## src/rtl/btb_update_ctrl_if.sv

```systemverilog
// Resolved-branch report handshake between EX (master) and btb_update_ctrl (slave).
interface btb_update_ctrl_if;
   logic        resolve_vld;
   logic        resolve_rdy;
   logic [15:0] resolve_PC;
   logic        resolve_taken;
   logic [15:0] resolve_target;

   modport master (
      output resolve_vld, resolve_PC, resolve_taken, resolve_target,
      input  resolve_rdy
   );

   modport slave (
      input  resolve_vld, resolve_PC, resolve_taken, resolve_target,
      output resolve_rdy
   );
endinterface

```

## src/rtl/btb_update_ctrl.sv

```systemverilog
// BTB write sequencer: queued read-modify-write updates with strong/weak hysteresis and full sweeps.
// Optional update statistics outputs enabled by defining BTB_UPD_STATS_EN.
module btb_update_ctrl #(
   parameter int unsigned FIFO_DEPTH     = 4,
   parameter bit          FLUSH_ON_RESET = 1'b1
) (
   input  logic                clk,
   input  logic                rst_n,
   btb_update_ctrl_if.slave    res,
   input  logic                flush_req,
   output logic                flush_done,
   output logic                busy,
   output logic [8:0]          rd_index,
   input  logic [25:0]         rd_data,
   output logic                wr_en,
   output logic [8:0]          wr_index,
   output logic [25:0]         wr_data
`ifdef BTB_UPD_STATS_EN
   ,
   output logic [15:0]         stat_alloc,
   output logic [15:0]         stat_replace,
   output logic [15:0]         stat_inval
`endif
);

   localparam int unsigned AW = $clog2(FIFO_DEPTH);
   localparam logic [AW:0] PTR_ONE = {{AW{1'b0}}, 1'b1};

   localparam logic [1:0] ST_IDLE  = 2'd0;
   localparam logic [1:0] ST_EVAL  = 2'd1;
   localparam logic [1:0] ST_FLUSH = 2'd2;

   logic [1:0]  state;
   logic [AW:0] wptr, rptr;
   logic [32:0] fifo_mem [FIFO_DEPTH];
   logic [32:0] head;
   logic        empty, full, rdy, push, flush_go;
   logic        flush_pend, live;
   logic [8:0]  sweep_cnt;
   logic [15:0] cur_pc, cur_tgt;
   logic        cur_taken;

   logic [6:0]  rd_tag, cur_tag;
   logic        rd_s, rd_v, hit;
   logic [15:0] rd_tgt;
   logic        eval_wr, alloc_ev, repl_ev, inval_ev;
   logic [25:0] eval_data;
   logic        unused_rsvd;

   assign head        = fifo_mem[rptr[AW-1:0]];
   assign empty       = (wptr == rptr);
   assign full        = (wptr[AW] != rptr[AW]) && (wptr[AW-1:0] == rptr[AW-1:0]);
   assign rdy         = !full && (state != ST_FLUSH);
   assign res.resolve_rdy = rdy;
   assign push        = res.resolve_vld && rdy;
   assign flush_go    = (state == ST_IDLE) && (flush_pend || flush_req);
   assign busy        = (state != ST_IDLE) || !empty;
   assign rd_index    = empty ? '0 : head[25:17];

   assign rd_tag      = rd_data[24:18];
   assign rd_s        = rd_data[17];
   assign rd_v        = rd_data[16];
   assign rd_tgt      = rd_data[15:0];
   assign unused_rsvd = rd_data[25];
   assign cur_tag     = cur_pc[15:9];
   assign hit         = rd_v && (rd_tag == cur_tag);

   always_comb begin
      eval_wr   = 1'b0;
      eval_data = '0;
      alloc_ev  = 1'b0;
      repl_ev   = 1'b0;
      inval_ev  = 1'b0;
      if (hit) begin
         if (cur_taken) begin
            if (cur_tgt == rd_tgt) begin
               eval_wr   = !rd_s;
               eval_data = {1'b0, rd_tag, 1'b1, 1'b1, rd_tgt};
            end else if (rd_s) begin
               eval_wr   = 1'b1;
               eval_data = {1'b0, rd_tag, 1'b0, 1'b1, rd_tgt};
            end else begin
               eval_wr   = 1'b1;
               repl_ev   = 1'b1;
               eval_data = {1'b0, rd_tag, 1'b0, 1'b1, cur_tgt};
            end
         end else if (rd_s) begin
            eval_wr   = 1'b1;
            eval_data = {1'b0, rd_tag, 1'b0, 1'b1, rd_tgt};
         end else begin
            eval_wr   = 1'b1;
            inval_ev  = 1'b1;
            eval_data = {1'b0, rd_tag, 1'b0, 1'b0, rd_tgt};
         end
      end else if (cur_taken) begin
         // A strong incumbent only loses its S bit; it is replaced on the next miss.
         eval_wr = 1'b1;
         if (rd_v && rd_s) begin
            eval_data = {1'b0, rd_tag, 1'b0, 1'b1, rd_tgt};
         end else begin
            alloc_ev  = 1'b1;
            eval_data = {1'b0, cur_tag, 1'b0, 1'b1, cur_tgt};
         end
      end
   end

   // live holds off the first sweep write until one clock after reset release.
   assign wr_en    = ((state == ST_EVAL) && eval_wr) || ((state == ST_FLUSH) && live);
   assign wr_index = (state == ST_FLUSH) ? sweep_cnt : cur_pc[8:0];
   assign wr_data  = ((state == ST_EVAL) && eval_wr) ? eval_data : '0;

   always_ff @(posedge clk) begin
      if (push) fifo_mem[wptr[AW-1:0]] <= {res.resolve_PC, res.resolve_taken, res.resolve_target};
   end

   always_ff @(posedge clk or negedge rst_n) begin
      if (!rst_n) begin
         state      <= FLUSH_ON_RESET ? ST_FLUSH : ST_IDLE;
         wptr       <= '0;
         rptr       <= '0;
         sweep_cnt  <= '0;
         flush_pend <= 1'b0;
         flush_done <= 1'b0;
         live       <= 1'b0;
         cur_pc     <= '0;
         cur_tgt    <= '0;
         cur_taken  <= 1'b0;
      end else begin
         live       <= 1'b1;
         flush_done <= 1'b0;
         if (push) wptr <= wptr + PTR_ONE;
         if ((state != ST_FLUSH) && flush_req) flush_pend <= 1'b1;
         case (state)
            ST_IDLE: begin
               if (flush_go) begin
                  state      <= ST_FLUSH;
                  sweep_cnt  <= '0;
                  flush_pend <= 1'b0;
                  wptr       <= '0;
                  rptr       <= '0;
               end else if (!empty) begin
                  cur_pc    <= head[32:17];
                  cur_taken <= head[16];
                  cur_tgt   <= head[15:0];
                  rptr      <= rptr + PTR_ONE;
                  state     <= ST_EVAL;
               end
            end
            ST_EVAL: state <= ST_IDLE;
            ST_FLUSH: begin
               if (live) begin
                  sweep_cnt <= sweep_cnt + 9'd1;
                  if (sweep_cnt == '1) begin
                     state      <= ST_IDLE;
                     flush_done <= 1'b1;
                  end
               end
            end
            default: state <= ST_IDLE;
         endcase
      end
   end

`ifdef BTB_UPD_STATS_EN
   always_ff @(posedge clk or negedge rst_n) begin
      if (!rst_n) begin
         stat_alloc   <= '0;
         stat_replace <= '0;
         stat_inval   <= '0;
      end else if ((state == ST_FLUSH) && live && (sweep_cnt == '1)) begin
         stat_alloc   <= '0;
         stat_replace <= '0;
         stat_inval   <= '0;
      end else if (state == ST_EVAL) begin
         if (alloc_ev && (stat_alloc != '1))   stat_alloc   <= stat_alloc + 16'd1;
         if (repl_ev  && (stat_replace != '1)) stat_replace <= stat_replace + 16'd1;
         if (inval_ev && (stat_inval != '1))   stat_inval   <= stat_inval + 16'd1;
      end
   end
`endif

endmodule

```

## src/flat_wrapper.sv

```systemverilog
// flat-port wrapper written by rule: the top's interface ports become plain ports
module btb_update_ctrl_flat 
#(
   parameter int unsigned FIFO_DEPTH     = 4,
   parameter bit          FLUSH_ON_RESET = 1'b1
)
  (clk, rst_n, flush_req, flush_done, busy, rd_index, rd_data, wr_en, wr_index, wr_data, res_resolve_vld, res_resolve_PC, res_resolve_taken, res_resolve_target, res_resolve_rdy);
  btb_update_ctrl_if res_i ();
  input  logic clk;
  input  logic rst_n;
  input  logic flush_req;
  output logic flush_done;
  output logic busy;
  output logic [8:0] rd_index;
  input  logic [25:0] rd_data;
  output logic wr_en;
  output logic [8:0] wr_index;
  output logic [25:0] wr_data;
  input wire logic [$bits(res_i.resolve_vld)-1:0] res_resolve_vld;
  input wire logic [$bits(res_i.resolve_PC)-1:0] res_resolve_PC;
  input wire logic [$bits(res_i.resolve_taken)-1:0] res_resolve_taken;
  input wire logic [$bits(res_i.resolve_target)-1:0] res_resolve_target;
  output wire logic [$bits(res_i.resolve_rdy)-1:0] res_resolve_rdy;
  assign res_i.resolve_vld = res_resolve_vld;
  assign res_i.resolve_PC = res_resolve_PC;
  assign res_i.resolve_taken = res_resolve_taken;
  assign res_i.resolve_target = res_resolve_target;
  assign res_resolve_rdy = res_i.resolve_rdy;
  btb_update_ctrl #(.FIFO_DEPTH(FIFO_DEPTH), .FLUSH_ON_RESET(FLUSH_ON_RESET)) u_core (.clk(clk), .rst_n(rst_n), .res(res_i), .flush_req(flush_req), .flush_done(flush_done), .busy(busy), .rd_index(rd_index), .rd_data(rd_data), .wr_en(wr_en), .wr_index(wr_index), .wr_data(wr_data));
endmodule
```

## config.mk

```make
export PLATFORM = sky130hd
export DESIGN_NAME = btb_update_ctrl_flat
export DESIGN_NICKNAME = d
export VERILOG_FILES = /design/src/rtl/btb_update_ctrl_if.sv /design/src/rtl/btb_update_ctrl.sv /design/src/flat_wrapper.sv
export SDC_FILE = /design/constraint.sdc
export NUM_CORES = 1
export LEC_CHECK = 0
export BUFFER_PORTS_ARGS = -buffer_cell sky130_fd_sc_hd__buf_2
export CORE_MARGIN = 2
export CORE_UTILIZATION = 50
export CTS_BUF_LIST = sky130_fd_sc_hd__clkbuf_8
export CTS_CLUSTER_DIAMETER = 200
export CTS_CLUSTER_SIZE = 24
export DETAILED_ROUTE_END_ITERATION = 8
export HOLD_SLACK_MARGIN = 0.03
export PLACE_DENSITY = 0.76
export SYNTH_ARGS = -nofsm -noshare
export SYNTH_HDL_FRONTEND = slang
export SYNTH_SLANG_ARGS = --single-unit
```

## constraint.sdc

```tcl
create_clock -name clk -period 6.23 [get_ports clk]
set_clock_uncertainty 0.1 [all_clocks]
set_input_delay 0.3115 -clock clk [delete_from_list [all_inputs] [get_ports clk]]
set_output_delay 0.3115 -clock clk [all_outputs]
set_load 0.02 [all_outputs]
```

==> results.yml <==
setup_path:
  crit_type: "flip-flop to output port"
  crit_slowest_cell: "nor3_4"
  r2r_cells: 6
  start_kind: "flip-flop"
  critical_path_buf_inv_count: 2
  max_stage_delay_ps: 900
  r2r_slack_ps: 3170
  path_delay_family: "simple AND/OR/NAND/NOR gates"
  reg2reg_from: "u_core.state[1]"
  worst_r2r_endpoint: "u_core.wptr[2]"
  cp.arrival_ps: 3270
  path_cells: "inv_1 > nor3_4 > mux2i_1 > a211oi_1 > buf_2"
  cp-end-kind: "output port"
  critPathRequiredTime_ps: 5820
  crit_path_max_fanout: 21
clock_network:
  cts_tree: "done"
  clock_sinks: 185
  clock_path_buffers: 2
  root_buffer: "clkbuf_8"
  cts_setup_buffers: 0
  numCtsBuffers: 17
  cts_max_level: 4
  clk_pin_slew_ps: 90
  clk_latency_ps: 450
final_layout:
  fin_util_pct: 60.6
  area_growth_pct: 17.3
  fin_nets: 752
  num_antenna_cells: 0
  layout-drive-gt1-share_pct: 29.6
  fill_cells: 1247
min_path:
  hold_path_depth: 3
  min_path_type: "input pin to flip-flop"
  min-delay-start: "flush_req"
  min_to: "u_core.flush_pend"
die:
  fp-row-count: 46
  die_y_um: 133
  die-area_um2: 17600
  coreArea_um2: 16000
  die_w_um: 133
  io_pins: 111
  start_util_pct: 51.6
detailed_routing:
  via_per_inst: 5.52
  first_pass_iters: 4
  drtIter0Drc: 439
  route.detailed.drc: 0
  dr_total_vias: 5030
  ant_nets: 0
  wl_per_cell_um: 18.7
  routed_wl_um: 17000
  routed-wl-met3_um: 1160
  top_layer: "met4"
  met2_length_um: 8270
  wl_met1_um: 7360
sta:
  setup-tns-final_ps: 0
  finalCritPeriodShare_pct: 59.1
  slew_viol_final: 0
  finalHoldViolCount: 0
  setup_violations: 0
  layout_setup_ws_ps: 2550
  tightest_slew_ps: 1180
  max_slew_margin_pct: 20.6
  max_freq_ghz: 0.272
  layout_min_cycle_time_ps: 3680
  rsz0062_at_grt: "no"
power:
  pwr-share-comb_pct: 33.4
  seq_power_share_pct: 46.7
  power.internal_uw: 2490
  cellPowerDensity_nw_per_um2: 392
  p_leak_uw: 0.00369
  finalPower_uw: 3800
  clock_power_share_pct: 19.9
  vdd_drop_max_v: 0.000162
  swShare_pct: 34.4
  p_sw_uw: 1310
synthesis:
  syn_inst: 542
  yosysTopAreaCell: "edfxtp_1"
  synth_area_leaders: "edfxtp_1 (48%), dfrtp_1 (16%), mux4_2 (9.0%)"
  synth-edff-count: 132
  avgSynthCellArea_um2: 15.2
  synth_top_area_share_pct: 48.0
  synthTopCellsByCount: "edfxtp_1 (132), nand2_1 (65), dfrtp_1 (52)"
  yosysSeqAreaShare_pct: 64.1
  ys_ff_latch: 185
  yosys_warnings: 0
  synth.most_common_cell: "edfxtp_1"
  synthArstFlopShare_pct: 28.6
  synth_nets: 612
  synth_area_um2: 8260
  synth_cell_type_count: 44
  ys.flop_type: "edfxtp_1"
global_routing:
  grt_pass1_wl_um: 27300
  grtUsageTotal_pct: 20.2
  grt_max_degree: 54
  antenna_found_initial: 0
  grt_overflow: 0
  grt_pass1_vias: 5138
run:
  drv_cap: 0
placement:
  port_buffers: 108
  dp_hpwl_um: 11200
  routabilityCongestion: 0.768
  dp_slack_ps: 3110
outcome:
  status: "complete, no violations"
## cell usage in the layout (no fill, tap or decap), types with 7 or more instances in the layout
cell	count
edfxtp_1	132
buf_2	108
nand2_1	65
dfrtp_1	51
dlygate4sd3_1	34
mux4_2	33
xnor2_1	27
a21oi_1	25
mux2_1	25
mux2i_1	20
clkbuf_8	19
mux2_2	18
nor2_1	17
a211oi_1	15
and2_1	11
nand4_1	11
buf_4	8
ha_1	7
## how the worst max path moves through the flow
stage | from | endpoint | slack, ps | depth (start not counted)
final | u_core.cur_taken | wr_data[0] | 2550 | 5
after floorplan | u_core.state[1] | u_core.wptr[2] | 3460 | 7
after CTS | u_core.cur_pc[9] | wr_data[10] | 2580 | 7
after global placement | u_core.cur_taken | wr_data[2] | 3160 | 5
after detailed placement | u_core.cur_taken | wr_data[10] | 3110 | 5
after global routing | u_core.cur_pc[14] | wr_data[2] | 2330 | 7
## kinds of logic after synthesis
family | after synthesis | synth area share [%]
AO/OA/AOI/OAI | 55 | 4.09
XOR/XNOR | 32 | 3.39
adder cells (fa/ha/maj) | 7 | 1.06
buffers and inverters | 34 | 2.29
flip-flops | 185 | 64.1
multiplexers | 96 | 17.3
other | 2 | 0.0909
AND/OR/NAND/NOR | 131 | 7.74
## power by group through the flow
stage | Clock [uW] | Combinational [uW] | Sequential [uW]
4_1_cts | 778 | 1280 | 1770
2_1_floorplan | 0 | 980 | 1710
5_1_grt | 821 | 1390 | 1810
6_report | 757 | 1270 | 1770
3_5_place_dp | 0 | 1260 | 1800
3_3_place_gp | 0 | 1220 | 1780
## stage by stage
stage,hold WS (ps),instance area (um^2),instances
finish,79.6,9690,911
global route,82.0,9690,911
CTS,49.6,9690,911
detailed placement,379,8970,845
global placement,368,8970,845
floorplan,-84.1,8260,542
## repair_timing
action,CTS,global route
setup endpoints to repair,0,0
hold buffers,34,0
hold endpoints to repair,184,0
resized for setup,0,0
## final cells by class
class	instances	area [um^2]	area share, %
Sequential cell	185	5290	54.6
Multi-Input combinational cell	323	2790	28.8
Timing Repair Buffer	150	941	9.71
Tap cell	216	270	2.79
Clock buffer	19	262	2.70
Clock inverter	13	121	1.25
Inverter	5	18.8	0.194
## registers in the layout (all words and copies together), names as in the netlist
name and cells:
u_core.sweep_cnt 9, u_core.rptr 3, u_core.state 2, u_core.wptr 3, u_core.fifo_mem 132, u_core.cur_pc 16, u_core.live 1, u_core.cur_tgt 16
u_core.cur_taken 1, u_core.flush_done 1, u_core.flush_pend 1
## worst register-to-register path: cells and delay by family (launching register included)
kind                      cells  cell delay [ps]
xor gates and xnor gates      1              200
and+or+nand+nor               3             1390
DFF                           1              600
buffers and inverters         1              360
AOI/OAI and AO/OA             1              250
## routing by layer
layer / GRT usage [%] / up-vias
met4: 6.51 / 0
met3: 4.87 / 20
met1: 27.1 / 2519
li1: - / 2325
met2: 32.9 / 166
met5: 0 / -
No activity file was read; power rests on OpenSTA's default activity.
